--- src/rtl/bram_line_writer.sv ---
`default_nettype none
// ============================================================================
// Module   : bram_line_writer
// Purpose  : Packs an 8-bit pixel stream into 64-bit little-endian words and
//            writes them to consecutive addresses of a BRAM port A, starting at
//            word 0, for a frame of N words.
//            The first pixel of a word lands in dina[7:0].
//            pix_last flushes a partial word with the unfilled bytes zeroed.
// Ports    :
//   clk         rising-edge clock
//   reset_n     synchronous active-low reset
//   start       one-cycle frame-start pulse (honoured only when idle)
//   num_words   words in the frame, sampled on start
//   pix_data    pixel byte
//   pix_valid   pixel valid
//   pix_last    last pixel of a line, qualified by pix_valid
//   pix_ready   pixel accepted when pix_valid & pix_ready
//   ena         BRAM port-A enable
//   wea         BRAM port-A write enable
//   addra       BRAM port-A word address
//   dina        BRAM port-A write data (8 pixels)
//   busy        frame in progress
//   done        one-cycle pulse at frame end
//   word_count  words written in the current or last frame
// Revision : 1.0 - initial release
// ============================================================================
module bram_line_writer #(
  parameter int ADDR_W = 8
) (
  input  logic              clk,
  input  logic              reset_n,
  input  logic              start,
  input  logic [ADDR_W:0]   num_words,
  input  logic [7:0]        pix_data,
  input  logic              pix_valid,
  input  logic              pix_last,
  output logic              pix_ready,
  output logic              ena,
  output logic              wea,
  output logic [ADDR_W-1:0] addra,
  output logic [63:0]       dina,
  output logic              busy,
  output logic              done,
  output logic [ADDR_W:0]   word_count
);

  localparam logic [1:0] c_IDLE  = 2'd0;
  localparam logic [1:0] c_FILL  = 2'd1;
  localparam logic [1:0] c_WRITE = 2'd2;
  localparam logic [1:0] c_DONE  = 2'd3;

  // Largest frame the address space can hold: 2^ADDR_W words.
  localparam logic [ADDR_W:0] c_MAX_WORDS = {1'b1, {ADDR_W{1'b0}}};

  logic [1:0]        r_state;
  logic [ADDR_W:0]   r_n;
  logic [ADDR_W-1:0] r_addr;
  logic [2:0]        r_idx;
  logic [63:0]       r_pack;
  logic [ADDR_W:0]   r_word_count;
  logic [ADDR_W-1:0] r_addra;
  logic [63:0]       r_dina;

  logic              w_accept;
  logic              w_word_end;
  logic [63:0]       w_pack_next;
  logic [ADDR_W:0]   w_n_clamped;
  logic [ADDR_W:0]   w_count_inc;

  assign w_accept    = (r_state == c_FILL) && pix_valid;
  assign w_word_end  = (r_idx == 3'd7) || pix_last;
  assign w_n_clamped = (num_words > c_MAX_WORDS) ? c_MAX_WORDS : num_words;
  assign w_count_inc = r_word_count + 1'b1;

  // Pack register with the incoming byte merged at the current byte slot.
  always_comb begin
    w_pack_next = r_pack;
    w_pack_next[{r_idx, 3'b000} +: 8] = pix_data;
  end

  always_ff @(posedge clk) begin
    if (!reset_n) begin
      r_state      <= c_IDLE;
      r_n          <= '0;
      r_addr       <= '0;
      r_idx        <= '0;
      r_pack       <= '0;
      r_word_count <= '0;
      r_addra      <= '0;
      r_dina       <= '0;
    end else begin
      case (r_state)
        c_IDLE: begin
          if (start) begin
            r_addr       <= '0;
            r_idx        <= '0;
            r_pack       <= '0;
            r_word_count <= '0;
            r_n          <= w_n_clamped;
            r_state      <= (num_words == '0) ? c_DONE : c_FILL;
          end
        end

        c_FILL: begin
          if (w_accept) begin
            r_pack <= w_pack_next;
            if (w_word_end) begin
              // Capture the completed word now so it is on dina during the
              // single WRITE cycle that follows.
              r_dina  <= w_pack_next;
              r_addra <= r_addr;
              r_idx   <= '0;
              r_state <= c_WRITE;
            end else begin
              r_idx <= r_idx + 1'b1;
            end
          end
        end

        c_WRITE: begin
          r_addr       <= r_addr + 1'b1;
          r_word_count <= w_count_inc;
          r_pack       <= '0;
          r_state      <= (w_count_inc == r_n) ? c_DONE : c_FILL;
        end

        default: begin
          r_state <= c_IDLE;
        end
      endcase
    end
  end

  // Control outputs are pure state decodes; data/address are registers that
  // keep their last written value outside WRITE.
  assign pix_ready  = (r_state == c_FILL);
  assign ena        = (r_state == c_WRITE);
  assign wea        = (r_state == c_WRITE);
  assign busy       = (r_state == c_FILL) || (r_state == c_WRITE);
  assign done       = (r_state == c_DONE);
  assign addra      = r_addra;
  assign dina       = r_dina;
  assign word_count = r_word_count;

endmodule
`default_nettype wire
--- config.mk ---
export PLATFORM = sky130hd
export DESIGN_NAME = bram_line_writer
export DESIGN_NICKNAME = d
export VERILOG_FILES = /design/src/rtl/bram_line_writer.sv
export SDC_FILE = /design/constraint.sdc
export NUM_CORES = 1
export LEC_CHECK = 0
export ABC_AREA = 1
export CAP_MARGIN = 20
export CORE_AREA = 2 2 162 164
export CTS_CLUSTER_DIAMETER = 150
export DETAILED_ROUTE_END_ITERATION = 7
export DIE_AREA = 0 0 164 166
export MAX_ROUTING_LAYER = met4
export PLACE_DENSITY = 0.5
export SYNTH_ARGS = -nofsm -noshare
export SYNTH_HDL_FRONTEND = slang
export SYNTH_SLANG_ARGS = --single-unit
export TNS_END_PERCENT = 1
--- constraint.sdc ---
create_clock -name clk -period 2.4 [get_ports clk]
set_input_delay 0.6 -clock clk [delete_from_list [all_inputs] [get_ports clk]]
set_output_delay 0.6 -clock clk [all_outputs]
set_load 0.01 [all_outputs]
After elaboration in Yosys (flattened, before gate mapping)
Index checks and enable logic that the tools add are counted.
W data, S select, Z words.

word-level totals
  register bits = 167
  bits of input ports = 22
  word-level logic and storage cells = 56

cells by class
  add/subtract/negate cells = 4
  order comparisons = 1
  equality and inequality tests = 8
  shift-type cells = 2
  mux-type cells = 19
  reduce and logical (&&, ||, !) cells = 14

operator list
  cell                      count
  $pmux W64 S3              1
  $mux W64                  2
  $bwmux W64                1
  $shift A8 B8 Y64 const A  1
  $shiftx A8 B8 Y64         1
  $mux W9                   2
  $pmux W9 S2               1
  $pmux W8 S2               1
  $reduce_and A3 Y1         4
  $mux W2                   5
  $add A9 B1 Y9 const B     1
  $eq A9 B9 Y1              1
  $gt A9 B9 Y1 const B      1
  $logic_not A9 Y1          1
  $mux W3                   3
  $add A8 B1 Y8 const B     1
  $mux W8                   1
  $neg A6 Y8                1
  $pmux W2 S3               1
  $pmux W3 S2               1
  $eq A2 B2 Y1 const B      2
  $ne A2 B1 Y1 const B      2
  $reduce_and A2 Y1         2
  $reduce_bool A2 Y1        2
  other kinds (8)           9

Depth between registers and ports, before layout
  depth after elaboration = 5
  mapped depth = 13
  gate-level depth less buffers = 13

Worst setup path after synthesis
No wires, ideal clock.

  kind = flip-flop to flip-flop
  from = register r_idx[0]
  to = register r_dina[48] (netlist: dina[48])
  library setup time = 0.113 ns
  arrival time = 2.055 ns
  data required time = 2.287 ns
  slack = 0.232 ns
  stages on the path, launching flop included = 10
  buffers on the path = 0
  period minus slack after synthesis = 2.168 ns
  path through = dfxtp_1 > inv_2 > ha_1 > ha_1 > inv_2 > nand2_1 > nor2_4 > mux2_2 > o21ai_1 > inv_1

between the ends
  cells in the longest elaborated chain, start to end = 3
  elaborated cells between the ends (all ways) = 7
  those cells by class = 1 x add/sub; 1 x eq/ne; 2 x shift; 1 x mux; 2 x reduce/logical

ends and longest elaborated chain
  what                                                    RTL line  RTL
  start, declared                                         58        logic [2:0] r_idx;
  start signal, assigned                                  115       r_idx <= r_idx + 1'b1;
  $neg A6 Y8 / $eq A3 B3 Y1 (equally long branches)       78, 71
  $shiftx A8 B8 Y64 (tied with other cells)               78        w_pack_next[{r_idx, 3'b000} +: 8] = pix_data;
  $bwmux W64 / $reduce_and A3 Y1 (equally long branches)  --
  end signal, assigned                                    110       r_dina <= w_pack_next;
  end, declared                                           62        logic [63:0] r_dina;

Parallel ways exist; a longest one is shown, timed or not.
A chain may end at the register's enable or synchronous reset.

Worst setup path in the final report
  from = register r_state[1]
  to = output busy

between the ends
  cells in the longest elaborated chain, start to end = 2
  elaborated cells between the ends (all ways) = 3
  those cells by class = 2 x eq/ne; 1 x reduce/logical

ends and longest elaborated chain
  what                                                 RTL line  RTL
  start, declared                                      55        logic [1:0] r_state;
  start signal, assigned                               83        r_state <= c_IDLE;
  start signal, assigned                               100       r_state <= (num_words == '0) ? c_DONE : c_FILL;
  start signal, assigned                               113       r_state <= c_WRITE;
  $eq A2 B1 Y1 / $eq A2 B2 Y1 (equally long branches)  139       assign busy = (r_state == c_FILL) || (r_state == c_WRITE);
  $logic_or A1 B1 Y1 *                                 139
  end, declared                                        42        output logic busy,

Mark *: on every way between the ends. The rest lies on a longest branch, timed or not.

==> flow_metrics.tcl <==
set metrics [dict create \
    layout.nets 1207 \
    netlist.area_leader.share_pct 44.18 \
    worstSetupEndpoint "busy" \
    final_hold_viol_count 0 \
    gp_congestion 0.7767 \
    fin_area_mm2 0.009728 \
    fp.dieArea_mm2 0.02722 \
    min_period_ps 2331 \
    cp_max_fo 4 \
    layout_cell_share_with_drive_strength_beyond_1_pct 8.017 \
    finalClockSkew_ps 11.47 \
    timing.final.crit_share_pct 97.12 \
    initial_antenna_violation_count 0 \
    avgRoutedWirePerCell_um 13.85 \
    largest_net_degree_at_the_start_of_global_routing 45 \
    finalSetupViolCount 0 \
    cp-startpoint "r_state[1]" \
    net_switching_power_of_the_design_mw 3.545 \
    grt_first_pass_wirelength_mm 34.35 \
    timing.critical_path.to_type "output pin" \
    outcome "completed" \
    critical_path_class "flop to output pin" \
    rr_endpoint "dina[55]" \
    vias_per_cell 4.539 \
    die_width_um 164 \
    overall_overflow_remaining_after_global_route 0 \
    synth_area_leaders "sky130_fd_sc_hd__dfxtp_1 44%, sky130_fd_sc_hd__nand2_1 12%, sky130_fd_sc_hd__nor2_1 8.2%, sky130_fd_sc_hd__o21ai_1 7.1%, sky130_fd_sc_hd__a21oi_1 6.7%" \
    synth.avg_cell_area_um2 7.052 \
    num_antenna_cells 0 \
    hold_buffers 0 \
    postRouteAntennaNets 0 \
    logic_pwr_share_pct 36.7 \
    leakage_nw 3.951 \
    timing.critical_path.arrival_ps 1730 \
    total_number_of_placement_rows 59 \
    postPlaceCellArea_mm2 0.009144 \
    clk-insertion-delay-late_ps 430 \
    max_root_sink_buffers 2 \
    crit-reg2reg-launch "r_idx[1]" \
    worstHoldStart "r_pack[60]" \
    worstPathRequired_ps 1800 \
    async_flop_share_pct 0 \
    power.internal_mw 5.845 \
    worst_slew_margin_rel_pct 67.35 \
    core_region_area_mm2 0.02562 \
    max-cap-violations 0 \
    cts_tree "yes" \
    globalRouteTotalUtil_pct 16.27 \
    cts_root_buf "sky130_fd_sc_hd__clkbuf_16" \
    synth.distinct_cells 41 \
    pwr_density_cell_mw_per_mm2 965.2 \
    worst_r2r_path_depth 9 \
    synth.cell_area_mm2 0.007567 \
    hold_class "flop to flop" \
    post_cts_buffers 0 \
    synth_top_cells_by_count "242 x sky130_fd_sc_hd__nand2_1, 167 x sky130_fd_sc_hd__dfxtp_1, 165 x sky130_fd_sc_hd__nor2_1, 108 x sky130_fd_sc_hd__o21ai_1, 105 x sky130_fd_sc_hd__inv_1" \
    vias 6899 \
    footprint_of_the_flip_flops_and_latches_mm2 0.003343 \
    drtPass1Iterations 5 \
    clkPwrFrac_pct 29.1 \
    flow.area_growth_from_synthesis_pct 28.55 \
    layout_fillers 2715 \
    register_to_register_path_setup_slack_ps 240 \
    grt_setup_unrepaired "no" \
    synthesis.yosys.warnings 0 \
    cts.reportedPaths.clkPinSlew_ps 60 \
    cts_buffers 17 \
    drt_drc_violations_left 0 \
    seq_power_share_pct 34.1 \
    start_util_pct 29.54 \
    place_hpwl_mm 14.83 \
    io_pins 108 \
    worst_slew_pin_slew_ps 484.7 \
    fin_tns_setup_ps 0 \
    die_y_um 166 \
    timing.final.max_slew_violations 0 \
    grt_pass1_vias 6463 \
    p_sw_share_pct 37.75 \
    port_buffers 107 \
    startpoint_type "flop" \
    cts_max_level 4 \
    clock_sinks 167 \
    max_clock_freq_mhz 429.0 \
    synthesis.instances 1073 \
    yosysSeqAreaShare_pct 44.18 \
    yosys.cell_count.top_type "sky130_fd_sc_hd__nand2_1" \
    synth.ff_latch_count 167 \
    dominantRegCellSynth "sky130_fd_sc_hd__dfxtp_1" \
    yosys.area.top_type "sky130_fd_sc_hd__dfxtp_1" \
    drt-initial-drc-count 520 \
    synth_edf_count 0 \
    synthesis.nets 1108 \
    drt-total-wl_mm 21.05 \
    post_layout_power_mw 9.390 \
    max-vdd-ir-drop_mv 0.4183 \
    multiInputGateArea_mm2 0.003553 \
]
through the flow:
step | util (%) | instances | hold slack, ps | setup slack (ps)
2_1_floorplan | - | 1073 | 440.3 | 231.5
3_3_place_gp | 35.70 | 1488 | 447.0 | 215.9
3_5_place_dp | 35.70 | 1488 | 452.8 | 163.8
4_1_cts | 37.97 | 1520 | 462.4 | 25.59
5_1_grt | 37.98 | 1520 | 480.3 | 5.409
6_report | 37.98 | 1520 | 460.8 | 69.02
kinds of logic after synthesis:
family / count (synthesis) / synth area share [%]
xor+xnor: 2 / 0.4299
buf+inv: 170 / 8.978
simple gates: 464 / 25.07
fa+ha+maj: 13 / 2.150
flops: 167 / 44.18
mux: 18 / 2.679
compound gates: 239 / 16.52
metal layers:
layer / part of all wire, % / vias to the layer above / GRT usage (%)
met2: 45 / 137 / 24.64
met5: 0 / - / -
met1: 50 / 3114 / 22.37
met4: 1.1 / 0 / 4.348
li1: - / 3636 / -
met3: 3.8 / 12 / 2.797
how the worst min path moves through the flow:
stage | endpoint | depth (start not counted) | slack, ps
floorplan | r_pack[16] | 2 | 440
global placement | r_pack[18] | 2 | 450
detailed placement | r_pack[60] | 2 | 450
CTS | r_pack[60] | 2 | 460
global route | r_pack[19] | 2 | 480
finish | r_pack[60] | 2 | 460
repair_timing:
item,4_1_cts,5_1_grt
endpoints found under the setup margin,0,1
resized for setup,0,1
hold endpoints to repair,0,0
layout make-up:
cell class / instances / area share [%]
tap: 335 / 4.309
clock inverter: 12 / 1.183
timing repair buffer: 135 / 14.33
clock buffer: 20 / 4.797
inverter: 115 / 4.489
sequential: 167 / 34.37
multi-input combinational: 736 / 36.53
critical path, stage by stage (launching register included):
cell and delay [ps]:
sky130_fd_sc_hd__dfxtp_1 380, sky130_fd_sc_hd__inv_1 90, sky130_fd_sc_hd__ha_1 300, sky130_fd_sc_hd__clkdlybuf4s50_1 530
placed cells by master (no fill, tap or decap), types with 3 or more instances in the layout:
cell type / netlist / final
sky130_fd_sc_hd__ha_1: 13 / 12
sky130_fd_sc_hd__clkinvlp_4: 0 / 3
sky130_fd_sc_hd__inv_1: 105 / 104
sky130_fd_sc_hd__clkdlybuf4s50_1: 0 / 107
sky130_fd_sc_hd__buf_12: 0 / 9
sky130_fd_sc_hd__nand3_1: 31 / 31
sky130_fd_sc_hd__a211oi_1: 6 / 6
sky130_fd_sc_hd__buf_4: 1 / 19
sky130_fd_sc_hd__nand2_1: 242 / 242
sky130_fd_sc_hd__mux2_2: 8 / 8
sky130_fd_sc_hd__a21oi_1: 101 / 101
sky130_fd_sc_hd__inv_6: 0 / 5
sky130_fd_sc_hd__clkbuf_16: 0 / 17
sky130_fd_sc_hd__o21ai_1: 108 / 108
sky130_fd_sc_hd__inv_2: 8 / 8
sky130_fd_sc_hd__dfxtp_1: 167 / 167
sky130_fd_sc_hd__nand3_2: 4 / 4
sky130_fd_sc_hd__clkbuf_8: 0 / 3
sky130_fd_sc_hd__o21ai_0: 14 / 14
sky130_fd_sc_hd__o31ai_2: 3 / 3
sky130_fd_sc_hd__nor3_1: 6 / 6
sky130_fd_sc_hd__mux2_1: 10 / 10
sky130_fd_sc_hd__nor2_1: 165 / 165
power by group through the flow:
stage	Clock, mW	Sequential (mW)	Combinational, mW
finish	2.74	3.20	3.45
global route	2.92	3.24	3.84
CTS	2.81	3.21	3.50
detailed placement	0	3.27	3.48
global placement	0	3.27	3.49
floorplan	0	3.33	2.05
state kept, by name, summed over array words and instances, names as in the netlist:
register    flops
r_n             9
r_state         2
r_idx           3
r_addr          8
r_pack         64
word_count      9
dina           64
addra           8
Power figures use the tool's default switching activity.
